File: src/rtl/regfile_param.sv
// Parametrised register file: two async read ports, one sync write port, sequential clear engine.
// Optional build macro REGFILE_BYPASS_EN turns on write-first forwarding to the read ports.
module regfile_param #(
   parameter int DATA_W   = 32,
   parameter int ADDR_W   = 5,
   parameter int DEPTH    = (1 << ADDR_W),
   parameter int ZERO_REG = 1
) (
   input  logic              clk,
   input  logic              rst,
   input  logic              clr,
   input  logic              we,
   input  logic [ADDR_W-1:0] waddr,
   input  logic [DATA_W-1:0] wdata,
   input  logic [ADDR_W-1:0] raddr1,
   input  logic [ADDR_W-1:0] raddr2,
   output logic [DATA_W-1:0] rdata1,
   output logic [DATA_W-1:0] rdata2,
   output logic              busy,
   output logic              wr_drop
);

   typedef enum logic {IDLE, CLEAR} state_t;

   localparam logic [ADDR_W-1:0] LAST = ADDR_W'(DEPTH - 1);

   state_t            state;
   logic [ADDR_W-1:0] ptr;
   logic [DATA_W-1:0] mem [DEPTH];
   logic              wr_ok;
   logic              fwd1;
   logic              fwd2;

   // Entry is backed by storage and not the hardwired zero register.
   function automatic logic addr_live(input logic [ADDR_W-1:0] a);
      return (32'(a) < DEPTH) && !((ZERO_REG != 0) && (a == '0));
   endfunction

   // Masking (busy, out-of-range, zero entry) wins over forwarding.
   function automatic logic [DATA_W-1:0] read_mux(
      input logic              is_busy,
      input logic [ADDR_W-1:0] ra,
      input logic              fwd,
      input logic [DATA_W-1:0] fwd_data,
      input logic [DATA_W-1:0] stored
   );
      if (is_busy || !addr_live(ra)) return '0;
      if (fwd) return fwd_data;
      return stored;
   endfunction

   assign busy  = (state == CLEAR);
   assign wr_ok = (state == IDLE) && we && !clr && !rst && addr_live(waddr);

`ifdef REGFILE_BYPASS_EN
   assign fwd1 = wr_ok && (raddr1 == waddr);
   assign fwd2 = wr_ok && (raddr2 == waddr);
`else
   assign fwd1 = 1'b0;
   assign fwd2 = 1'b0;
`endif

   assign rdata1 = read_mux(busy, raddr1, fwd1, wdata, mem[raddr1]);
   assign rdata2 = read_mux(busy, raddr2, fwd2, wdata, mem[raddr2]);

   // Control: sweep FSM, pointer and drop flag.
   always_ff @(posedge clk) begin
      if (rst) begin
         state   <= CLEAR;
         ptr     <= '0;
         wr_drop <= 1'b0;
      end else begin
         wr_drop <= we && (busy || clr);
         if (clr) begin
            state <= CLEAR;
            ptr   <= '0;
         end else if (state == CLEAR) begin
            if (ptr == LAST) begin
               state <= IDLE;
               ptr   <= '0;
            end else begin
               ptr <= ptr + 1'b1;
            end
         end
      end
   end

   // Storage: the sweep owns the array while clearing, otherwise accepted writes land.
   always_ff @(posedge clk) begin
      if (state == CLEAR) begin
         mem[ptr] <= '0;
      end else if (wr_ok) begin
         mem[waddr] <= wdata;
      end
   end

endmodule

File: config.mk
export PLATFORM = sky130hd
export DESIGN_NAME = regfile_param
export DESIGN_NICKNAME = d
export VERILOG_FILES = /design/src/rtl/regfile_param.sv
export SDC_FILE = /design/constraint.sdc
export NUM_CORES = 1
export LEC_CHECK = 0
export CORE_MARGIN = 2
export CORE_UTILIZATION = 37
export DETAILED_ROUTE_END_ITERATION = 6
export DONT_BUFFER_PORTS = 1
export SYNTH_ARGS = -nofsm -noshare
export SYNTH_HDL_FRONTEND = slang
export SYNTH_SLANG_ARGS = --single-unit
File: constraint.sdc
create_clock -name clk -period 13.2 [get_ports clk]
set_clock_uncertainty 0.05 [all_clocks]
set_input_delay 3.96 -clock clk [delete_from_list [all_inputs] [get_ports clk]]
set_output_delay 3.96 -clock clk [all_outputs]
set_load 0.05 [all_outputs]
Word level (Yosys, flattened, before mapping)
Memory sizes are Yosys's and may differ from the RTL's.
Index checks and enable logic that the tools add are counted.
Widths: inputs -> output; s select.
{"block": "classes", "bitwise": 1, "muxes": 21, "n_reduce_logical": 16, "add_sub_neg": 1, "eq_ne": 1}
{"cell": "$mux 32", "count": 7}
{"cell": "$reduce_or 32->1", "count": 1}
{"cell": "$logic_not 5->1", "count": 3}
{"cell": "$mux 1", "count": 12}
{"cell": "$mux 5", "count": 2}
{"cell": "$add 5x1->5 const B", "count": 1}
{"cell": "$eq 5x5->1 const B", "count": 1}
{"cell": "$logic_and 1x1->1", "count": 5}
{"cell": "$logic_not 1->1", "count": 3}
{"cell": "$logic_or 1x1->1", "count": 3}
{"cell": "$reduce_or 2->1", "count": 1}
{"cell": "$not 1->1", "count": 1}
{"block": "totals", "elab_cells": 44, "ff_bits": 7, "output_inout_bits": 66, "n_memories": 1, "input_bits": 51, "mem_bits_rw": 1024}
{"name": "mem", "words": 32, "width": 32, "read_ports": 2, "rd_clocked_by_memory_dff": 0, "wr": 1, "line": "29", "rtl": "logic [DATA_W-1:0] mem [DEPTH];"}

Logic depth before layout (Yosys ltp)
{"block": "depth", "depth_word": 10, "depth_mapped": 9, "ltp_nobuf": 7}

Worst setup path before layout
OpenSTA, ideal clock, no wires.
{"block": "synth_timing", "path_kind": "input to output", "from": "input port raddr1[0]", "to": "output port rdata1[18]", "path_buffers": 3, "stages": 7, "arrival_time_ns": 5.785, "required_time_ns": 9.190, "setup_slack_ns": 3.405, "cell_sequence": "buf_2 > buf_6 > buf_4 > mux4_2 > a22oi_1 > o31a_1 > nand4_1"}
{"block": "synth_between", "elab_chain_len": 4, "word_cells_on_any_way": 6, "cone_classes": "mux (3); reduce/logical (2); memory (1)"}
{"item": "start: declaration", "line": "15", "rtl": "input logic [ADDR_W-1:0] raddr1,"}
{"item": "branches (longest 3 deep; another with $mem_v2 32x32)"}
{"item": "$mux 32 *", "line": "48", "rtl": "if (fwd) return fwd_data;"}
{"item": "end: declaration", "line": "17", "rtl": "output logic [DATA_W-1:0] rdata1,"}
Every way passes the cells marked *.

Worst setup path after layout
{"block": "layout_timing", "from": "input port raddr2[1]", "to": "output port rdata2[19]"}
{"block": "layout_between", "elab_chain_len": 4, "word_cells_on_any_way": 6, "cone_classes": "mux (3); reduce/logical (2); memory (1)"}
{"item": "start: declaration", "line": "16", "rtl": "input logic [ADDR_W-1:0] raddr2,"}
{"item": "branches (longest 3 deep; another with $mem_v2 32x32)"}
{"item": "$mux 32 *", "line": "48"}
{"item": "end: declaration", "line": "18", "rtl": "output logic [DATA_W-1:0] rdata2,"}
Marked as above.

==> results.json <==
{
  "dp_slack_ns": 2.47,
  "grt_pass1_vias": 29400,
  "synth.area.top_cells": "edfxtp_1, mux4_2, mux2i_1",
  "r2r-end": "mem[20][24]$_DFFE_PP_",
  "end_kind": "output pin",
  "cts_buffers": 105,
  "power.share.sequential_pct": 52.7,
  "status": "finished with violations",
  "nFillCells": 11700,
  "routed_wirelength_um": 161000,
  "initial_core_util_pct": 37.3,
  "maxCapViolCount": 0,
  "synth_nets": 2962,
  "die-area_sq_mm": 0.134,
  "ir_worst_vdd_mv": 0.105,
  "worstHoldEndpoint": "ptr[0]$_SDFFE_PP0P_",
  "slew_headroom_pct": 15.8,
  "internal_power_mw": 5.36,
  "setup_viol": 0,
  "numPortBuffers": 0,
  "num_vias": 29700,
  "worst_slack_ns": 2.18,
  "worstPathArrival_ns": 7.01,
  "core_area_sq_mm": 0.130,
  "insertion_delay_ns": 0.68,
  "row_count": 132,
  "critPathMaxFanout": 220,
  "worstHoldStart": "ptr[0]$_SDFFE_PP0P_",
  "leakage_nw": 19.4,
  "die_w_um": 366,
  "syn_inst": 2909,
  "grt_use_total_pct": 23.6,
  "worst_slew_pin_slew_ns": 1.26,
  "ys_ff_latch": 1031,
  "drt_first_pass_iters": 7,
  "holdPathStages": 2,
  "area_growth_pct": 11.0,
  "drc": 5,
  "yosysTopAreaCellShare_pct": 63.5,
  "slowest_stage": "nor2b_4",
  "max_stage_delay_ns": 1.11,
  "violations": "design-rule violations",
  "hold_ws_ns": 0.555,
  "avgViaCountPerCell": 6.34,
  "powerDensity_mw_per_mm2": 126,
  "pwr-share-comb_pct": 3.4,
  "synth_area_sq_mm": 0.0485,
  "ys_types": 51,
  "swShare_pct": 20.7,
  "cts_tree": "built",
  "hold_buffers": 0,
  "r2r_cells": 5,
  "overflow": 0,
  "ctsResizeCount": 0,
  "p_clk_share_pct": 43.9,
  "drv_slew": 0,
  "post-cts-setup-buffer-count": 0,
  "fmax_mhz": 90.8,
  "die_h_um": 366,
  "ioPinCount": 117,
  "antenna_found_initial": 11,
  "hold_viol": 0,
  "gp_congestion": 0.810,
  "final_cell_count_no_fill": 4682,
  "synth-seq-area-share_pct": 63.7,
  "p_switching_mw": 1.40,
  "drive_gt1_share_pct": 24.9,
  "wl_per_cell_um": 34.4,
  "place_inst": 4486,
  "root_buffer": "clkbuf_16",
  "yosysWarnings": 0,
  "synth_area_leader_cell": "edfxtp_1",
  "cts.sinks": 1031,
  "drtAntennaViolNets": 0,
  "nets": 2904,
  "required_ns": 9.19,
  "timing.rr.start": "busy$_SDFF_PP1_",
  "crit_path_start_kind": "input port",
  "drtIter0Drc": 3825,
  "min_period_over_period_pct": 83.5,
  "syn_avg_cell_area_sq_um": 16.7,
  "ff2ff_setup_slack_ns": 9.19,
  "min_period_ns": 11.02,
  "min_path_type": "flip-flop to flip-flop",
  "rsz0062_at_grt": "false",
  "dp_hpwl_um": 84500,
  "fin_tns_setup_ns": 0,
  "path_clk_slew_ns": 0.06,
  "grt_max_degree": 259,
  "criticalPathCategory": "input port to output pin",
  "htreeDepth": 3,
  "clock_path_buffers": 3,
  "path_cells": "nor2b_4 -> buf_4 -> a22oi_1 -> a31oi_1 -> nand4_1",
  "grt_pass1_wl_um": 225000
}
==> cell families (layout without fill, tap and decap cells) <==
logic type | count (synthesis) | in the layout | synth area share [%]
DFF | 1031 | 1031 | 63.7
buffers and inverters | 239 | 267 | 2.32
and+or+nand+nor | 456 | 456 | 5.29
adders and majority gates | 2 | 2 | 0.0516
muxes | 710 | 710 | 21.7
other | 0 | 3 | 0
AOI/OAI and AO/OA | 471 | 471 | 6.92
==> critical path: cells and delay by family <==
kind,cells,cell delay (ns)
AOI/OAI and AO/OA,2,0.32
and+or+nand+nor,2,1.96
buffers and inverters,1,0.37
==> metrics by stage <==
stage               total power [mW]  util, %  area [sq um]
finish                          6.76     41.4         53800
global route                    6.92     41.4         53800
CTS                             6.78     41.4         53800
detailed placement              3.86     38.8         50400
global placement                3.86     38.8         50400
floorplan                       3.86        -         48500
==> Yosys cell counts (all sizes together) <==
| cell type | n |
|---|---|
| o221ai | 1 |
| a22o | 32 |
| nor4b | 4 |
| nor3b | 4 |
| o22ai | 65 |
| and3 | 5 |
| nand3 | 95 |
| nor2 | 31 |
| mux2i | 263 |
| nor3 | 27 |
| a32oi | 2 |
| o31a | 32 |
| a21oi | 3 |
| or2 | 3 |
| and3b | 2 |
| nor4bb | 3 |
| a31oi | 34 |
| a22oi | 165 |
| nand2 | 67 |
| nand4 | 64 |
| clkbuf | 97 |
| o21ai | 69 |
| nand2b | 7 |
| or3 | 31 |
| a211oi | 65 |
| dfxtp | 7 |
| nor2b | 73 |
| edfxtp | 1024 |
| ha | 2 |
| or4 | 2 |
| inv | 4 |
| o32a | 1 |
| buf | 138 |
| o21a | 2 |
| and2 | 38 |
| mux2 | 195 |
| mux4 | 252 |
==> cells in the final DEF, fill, tap and decap left out, types with 6 or more instances in the layout <==
cell type  instances
a31oi_1           34
a22o_1            32
o31a_1            32
nor2_4            15
dfxtp_1            6
mux4_2           252
nand2_1           65
or3_1             31
a211oi_1          65
clkinv_2          15
nand3_1           95
clkinv_1          25
o22ai_1           65
mux2i_1          263
o21ai_0           67
clkbuf_1          23
mux2_2           191
nor2_1            14
buf_4             70
bufinv_16         11
nand4_1           64
edfxtp_1        1024
and2_1            36
a22oi_1          164
nor2b_1           68
nor3_2            15
nor3_4             7
clkbuf_16        106
==> sequential cells by signal, summed over array words and instances (netlist names) <==
name,cells
busy,1
mem,1024
ptr,5
wr_drop,1
==> power groups by stage <==
| stage | combinational (mW) | sequential (mW) | clock [mW] |
|---|---|---|---|
| 2_1_floorplan | 0.229 | 3.63 | 0 |
| 4_1_cts | 0.222 | 3.57 | 2.99 |
| 5_1_grt | 0.231 | 3.57 | 3.12 |
| 3_3_place_gp | 0.221 | 3.63 | 0 |
| 6_report | 0.227 | 3.57 | 2.97 |
| 3_5_place_dp | 0.221 | 3.64 | 0 |
==> cell type report <==
cell class | instances | area, sq um | area share [%]
antenna | 3 | 7.51 | 0.0140
clock buffer | 129 | 2740 | 5.09
clock inverter | 64 | 614 | 1.14
inverter | 4 | 15.0 | 0.0279
multi-input combinational | 1639 | 16800 | 31.2
sequential | 1031 | 30900 | 57.4
tap | 1742 | 2180 | 4.05
timing repair buffer | 70 | 526 | 0.977
==> worst max-delay path by stage <==
stage,end,slack (ns),from
floorplan,rdata1[18],3.41,raddr1[0]
global placement,rdata2[18],2.49,raddr2[1]
detailed placement,rdata2[18],2.47,raddr2[1]
CTS,rdata2[18],2.46,raddr2[1]
global route,rdata2[0],2.27,raddr2[1]
finish,rdata2[19],2.18,raddr2[1]
==> per-layer routing <==
layer	part of all wire (%)	wire (um)	global-route usage [%]
met4	3.5	5650	7.91
met1	39	62300	30.7
met2	48	76500	38.5
met5	0.033	53	0
met3	10	16500	5.85
Power figures use the tool's default switching activity.
